## config.mk

```make
export PLATFORM = sky130hd
export DESIGN_NAME = sar_search_flat
export DESIGN_NICKNAME = d
export VERILOG_FILES = /design/src/rtl/sar_search_if.sv /design/src/rtl/sar_search.sv /design/src/flat_wrapper.sv
export SDC_FILE = /design/constraint.sdc
export NUM_CORES = 1
export LEC_CHECK = 0
export BUFFER_PORTS_ARGS = -buffer_cell sky130_fd_sc_hd__buf_4
export CELL_PAD_IN_SITES_DETAIL_PLACEMENT = 1
export CELL_PAD_IN_SITES_GLOBAL_PLACEMENT = 1
export CORE_UTILIZATION = 38
export CTS_BUF_LIST = sky130_fd_sc_hd__clkbuf_2
export CTS_CLUSTER_DIAMETER = 60
export DETAILED_ROUTE_END_ITERATION = 16
export PLACE_DENSITY = 0.77
export SYNTH_ARGS = -nofsm -noshare
export SYNTH_HDL_FRONTEND = slang
export SYNTH_SLANG_ARGS = --single-unit
```

## constraint.sdc

```tcl
create_clock -name clk -period 1.2 [get_ports clk]
set_input_delay 0.36 -clock clk [delete_from_list [all_inputs] [get_ports clk]]
set_output_delay 0.36 -clock clk [all_outputs]
set_load 0.05 [all_outputs]
```

## src/rtl/sar_search_if.sv

```systemverilog
// Handshake bundle between the successive-approximation controller and its
// surroundings (requester plus the combinational a >= b comparator).
//   start  : request a search (driven by the requester)
//   ge     : comparator flag, 1 when target >= trial (driven by the comparator)
//   trial  : value presented on the comparator's b side
//   busy   : search in progress
//   done   : one-cycle pulse when result is updated
//   result : last resolved value
// The controller uses the master modport; the environment uses slave.
interface sar_search_if #(
  parameter int unsigned WIDTH = 4
);
  logic             start;
  logic             ge;
  logic [WIDTH-1:0] trial;
  logic             busy;
  logic             done;
  logic [WIDTH-1:0] result;

  modport master (
    input  start,
    input  ge,
    output trial,
    output busy,
    output done,
    output result
  );

  modport slave (
    output start,
    output ge,
    input  trial,
    input  busy,
    input  done,
    input  result
  );
endinterface

```

## src/rtl/sar_search.sv

```systemverilog
// Successive-approximation search controller. Drives trial values into an
// external a >= b comparator and resolves, MSB first, the largest value not
// exceeding the comparator's unknown a input, one bit per clock.
// Ports:
//   clk : sole clock, rising edge
//   rst : synchronous, active-high reset
//   bus : sar_search_if master (start/ge in, trial/busy/done/result out)
// WIDTH must match the WIDTH of the connected interface instance.
module sar_search #(
  parameter int unsigned WIDTH = 4
) (
  input logic           clk,
  input logic           rst,
  sar_search_if.master  bus
);

  typedef enum logic [1:0] {StIdle, StSearch, StDone} state_e;

  localparam logic [WIDTH-1:0] MsbMask = WIDTH'(1) << (WIDTH - 1);

  state_e           state_q;
  logic [WIDTH-1:0] acc_q;
  logic [WIDTH-1:0] mask_q;   // one-hot: bit currently being decided
  logic [WIDTH-1:0] result_q;

  always_ff @(posedge clk) begin
    if (rst) begin
      state_q  <= StIdle;
      acc_q    <= '0;
      mask_q   <= '0;
      result_q <= '0;
    end else begin
      unique case (state_q)
        StIdle: begin
          if (bus.start) begin
            acc_q   <= '0;
            mask_q  <= MsbMask;
            state_q <= StSearch;
          end
        end
        StSearch: begin
          if (bus.ge) begin
            acc_q <= acc_q | mask_q;
          end
          if (mask_q[0]) begin
            // Last bit: fold the current decision straight into result.
            result_q <= acc_q | (bus.ge ? mask_q : '0);
            state_q  <= StDone;
          end else begin
            mask_q <= mask_q >> 1;
          end
        end
        StDone: begin
          state_q <= StIdle;
        end
        default: begin
          state_q <= StIdle;
        end
      endcase
    end
  end

  // Outputs depend on registered state only, so the comparator loop
  // through ge never closes combinationally.
  assign bus.trial  = (state_q == StSearch) ? (acc_q | mask_q) : '0;
  assign bus.busy   = (state_q == StSearch);
  assign bus.done   = (state_q == StDone);
  assign bus.result = result_q;

endmodule
```

## src/flat_wrapper.sv

```systemverilog
// flat-port wrapper written by rule: the top's interface ports become plain ports
module sar_search_flat 
#(
  parameter int unsigned WIDTH = 4
)
  (clk, rst, bus_start, bus_ge, bus_trial, bus_busy, bus_done, bus_result);
  sar_search_if #(.WIDTH(WIDTH)) bus_i ();
  input logic clk;
  input logic rst;
  input wire logic [$bits(bus_i.start)-1:0] bus_start;
  input wire logic [$bits(bus_i.ge)-1:0] bus_ge;
  output wire logic [$bits(bus_i.trial)-1:0] bus_trial;
  output wire logic [$bits(bus_i.busy)-1:0] bus_busy;
  output wire logic [$bits(bus_i.done)-1:0] bus_done;
  output wire logic [$bits(bus_i.result)-1:0] bus_result;
  assign bus_i.start = bus_start;
  assign bus_i.ge = bus_ge;
  assign bus_trial = bus_i.trial;
  assign bus_busy = bus_i.busy;
  assign bus_done = bus_i.done;
  assign bus_result = bus_i.result;
  sar_search #(.WIDTH(WIDTH)) u_core (.clk(clk), .rst(rst), .bus(bus_i));
endmodule
```

==> flow_summary.ini <==
[status]
status = complete, but fails checks
violations = setup timing

[sta]
layout_min_cycle_time_ps = 1410
fin_skew_ps = 3.50
relSlewSlack_pct = 81.3
final.period_utilization_pct = 117
finalSetupViolCount = 6
max_clock_freq_mhz = 711
rsz0062_at_grt = yes
worst_slew_pin_slew_ps = 280
hold_viol = 0
timing.final.ws_setup_ps = -207
holdWs_ps = 320
finalMaxSlewViolations = 0

[routing]
drt-initial-drc-count = 5
routedLengthMet1_um = 761
drc = 0
vias = 529
routed_wl_um = 1480
wl_per_cell_um = 14.4
drtPass1Iterations = 3
dr_wl_met2_um = 676
ant_nets = 0
met3_wirelength_um = 32
top_layer = met4
viasPerCell = 5.14

[logic_synthesis]
yosysWarnings = 0
synthCells = 66
synth_edf_count = 0
yosysMostFrequentCell = nor2_1
synth.area.top_cells = dfxtp_1 50%, nor2_1 13%, a21oi_1 6.3%
ys_ff_latch = 14
seq_area_frac_synth_pct = 50.2
ys.flop_type = dfxtp_1
syn_area_per_cell_sq_um = 8.46
synth-async-reset-ratio_pct = 0
synth_nets = 70
synth_common_cells = 20 x nor2_1, 14 x dfxtp_1, 7 x a21oi_1
netlist_area_sq_um = 558
ys_types = 17
yosysTopAreaCellShare_pct = 50.2
yosys.area.top_type = dfxtp_1

[placement]
dp_hpwl_um = 1040
gp_congestion = 0.768
io_buffers = 13

[grt]
grt_usage_pct = 22.9
grt_pass1_wl_um = 2400
grt_pass1_vias = 501
grt.overflow.total = 0
antenna_found_initial = 0
grt_max_degree = 11

[pwr]
vdd_drop_max_mv = 0.653
pwr-share-comb_pct = 17.2
power_switching_share_pct = 28.7
internal_power_uw = 609
pwr-share-clk_pct = 25.6
p_leak_nw = 0.327
pwr-share-seq_pct = 57.2
power_uw = 854
p_sw_uw = 246
power_density_nw_per_um2 = 985

[die]
core-area_sq_um = 1330
dieArea_sq_um = 1630
chipWidth_um = 40.3
die_y_um = 40.3
io_pins = 14
row_count = 13
initial_core_util_pct = 41.8

[layout]
finalNetCount = 93
syn_to_final_growth_pct = 55.4
diodes = 0
fillCellCount = 159
drive_above_1_share_pct = 53.4

[clock_network]
numClockSinks = 14
clock_path_buffers = 2
htree_levels = 1
clk_pin_slew_worst_paths_ps = 130
cts_root_buffer = clkbuf_2
cts_buffers = 3
clk_latency_ps = 260
cts_tree = done

[job]
max_cap_viol_count = 0

[critical_path]
cp-start-kind = flop
worst_ep_arrival_time_ps = 1050
critical_path_class = flop to primary output
endpoint_kind = primary output
critPathRequiredTime_ps = 840
crit_fanout = 5

[worst_hold_path]
hold_class = input port to flop
## per-layer routing
metal	vias up	track usage [%]
met5	-	0
met2	9	32.9
met4	0	10.0
met3	2	3.33
met1	247	33.4
li1	271	-
## timing repair
item,CTS,global route
pin swaps,1,5
setup endpoints to repair,12,22
hold buffers,0,0
resized for setup,17,9
hold endpoints to repair,0,0
setup buffers,1,1
## power by group through the flow
stage / logic (mW) / clock network (mW) / registers [mW]
finish: 0.147 / 0.219 / 0.489
global route: 0.156 / 0.246 / 0.491
CTS: 0.144 / 0.235 / 0.488
detailed placement: 0.133 / 0 / 0.497
global placement: 0.132 / 0 / 0.496
floorplan: 0.0882 / 0 / 0.497
## layout by cell type (no fill, tap or decap), drive strengths merged
cell,n
clkinvlp,1
nand3,2
a31oi,4
nor2b,1
nand2,3
nand2b,1
a21boi,1
or3b,2
dfxtp,14
clkbuf,3
inv,1
nor3b,1
mux2,1
buf,20
clkinv,1
a21oi,7
a211oi,4
and3b,1
nor2,20
## cell families (layout without fill, tap and decap cells)
kind of cell,after synthesis,in the layout,share of synthesized area (%)
AOI/OAI and AO/OA,16,16,17.5
muxes,1,1,2.02
DFF,14,14,50.2
buffers and inverters,4,26,3.36
and+or+nand+nor,31,31,26.9
## registers in the layout, indices dropped and copies added (netlist names)
register and count:
u_core.acc_q 4, u_core.bus.result 4, u_core.mask_q 4, u_core.state_q 2
## final timing paths
kind	cells past startpoint	startpoint	end	slack, ps
max reg2reg	4	u_core.state_q[1]$_SDFFE_PP0P_	u_core.mask_q[3]$_SDFFE_PP0P_	10
min reg2reg	2	u_core.bus.result[3]$_SDFFE_PP0P_	u_core.bus.result[3]$_SDFFE_PP0P_	520
max	4	u_core.state_q[1]$_SDFFE_PP0P_	bus_busy	-210
min	2	rst	u_core.state_q[0]$_SDFFE_PP0P_	320
## cell type report
type,instances,area [sq um],area share (%)
Clock buffer,3,15.0,1.73
Clock inverter,1,3.75,0.433
Inverter,2,13.8,1.59
Multi-Input combinational cell,48,329,38.0
Sequential cell,14,292,33.6
Tap cell,15,18.8,2.16
Timing Repair Buffer,20,195,22.5
## critical path, stage by stage, from the launching register on
cell and delay [ps]:
dfxtp_2 380, inv_4 60, nand2_8 100, clkinvlp_4 100
buf_6 150
## through the flow
| stage | worst slack [ps] | cells | cell area [sq um] | setup TNS, ps | util (%) |
|---|---|---|---|---|---|
| 2_1_floorplan | 12.1 | 66 | 604 | 0 | - |
| 3_3_place_gp | 5.46 | 97 | 747 | 0 | 56.0 |
| 3_5_place_dp | -20.0 | 97 | 747 | -20.0 | 56.0 |
| 4_1_cts | -238 | 102 | 835 | -1300 | 62.6 |
| 5_1_grt | -284 | 103 | 867 | -2110 | 65.0 |
| 6_report | -207 | 103 | 867 | -1160 | 65.0 |
No activity file was read; power rests on OpenSTA's default activity.
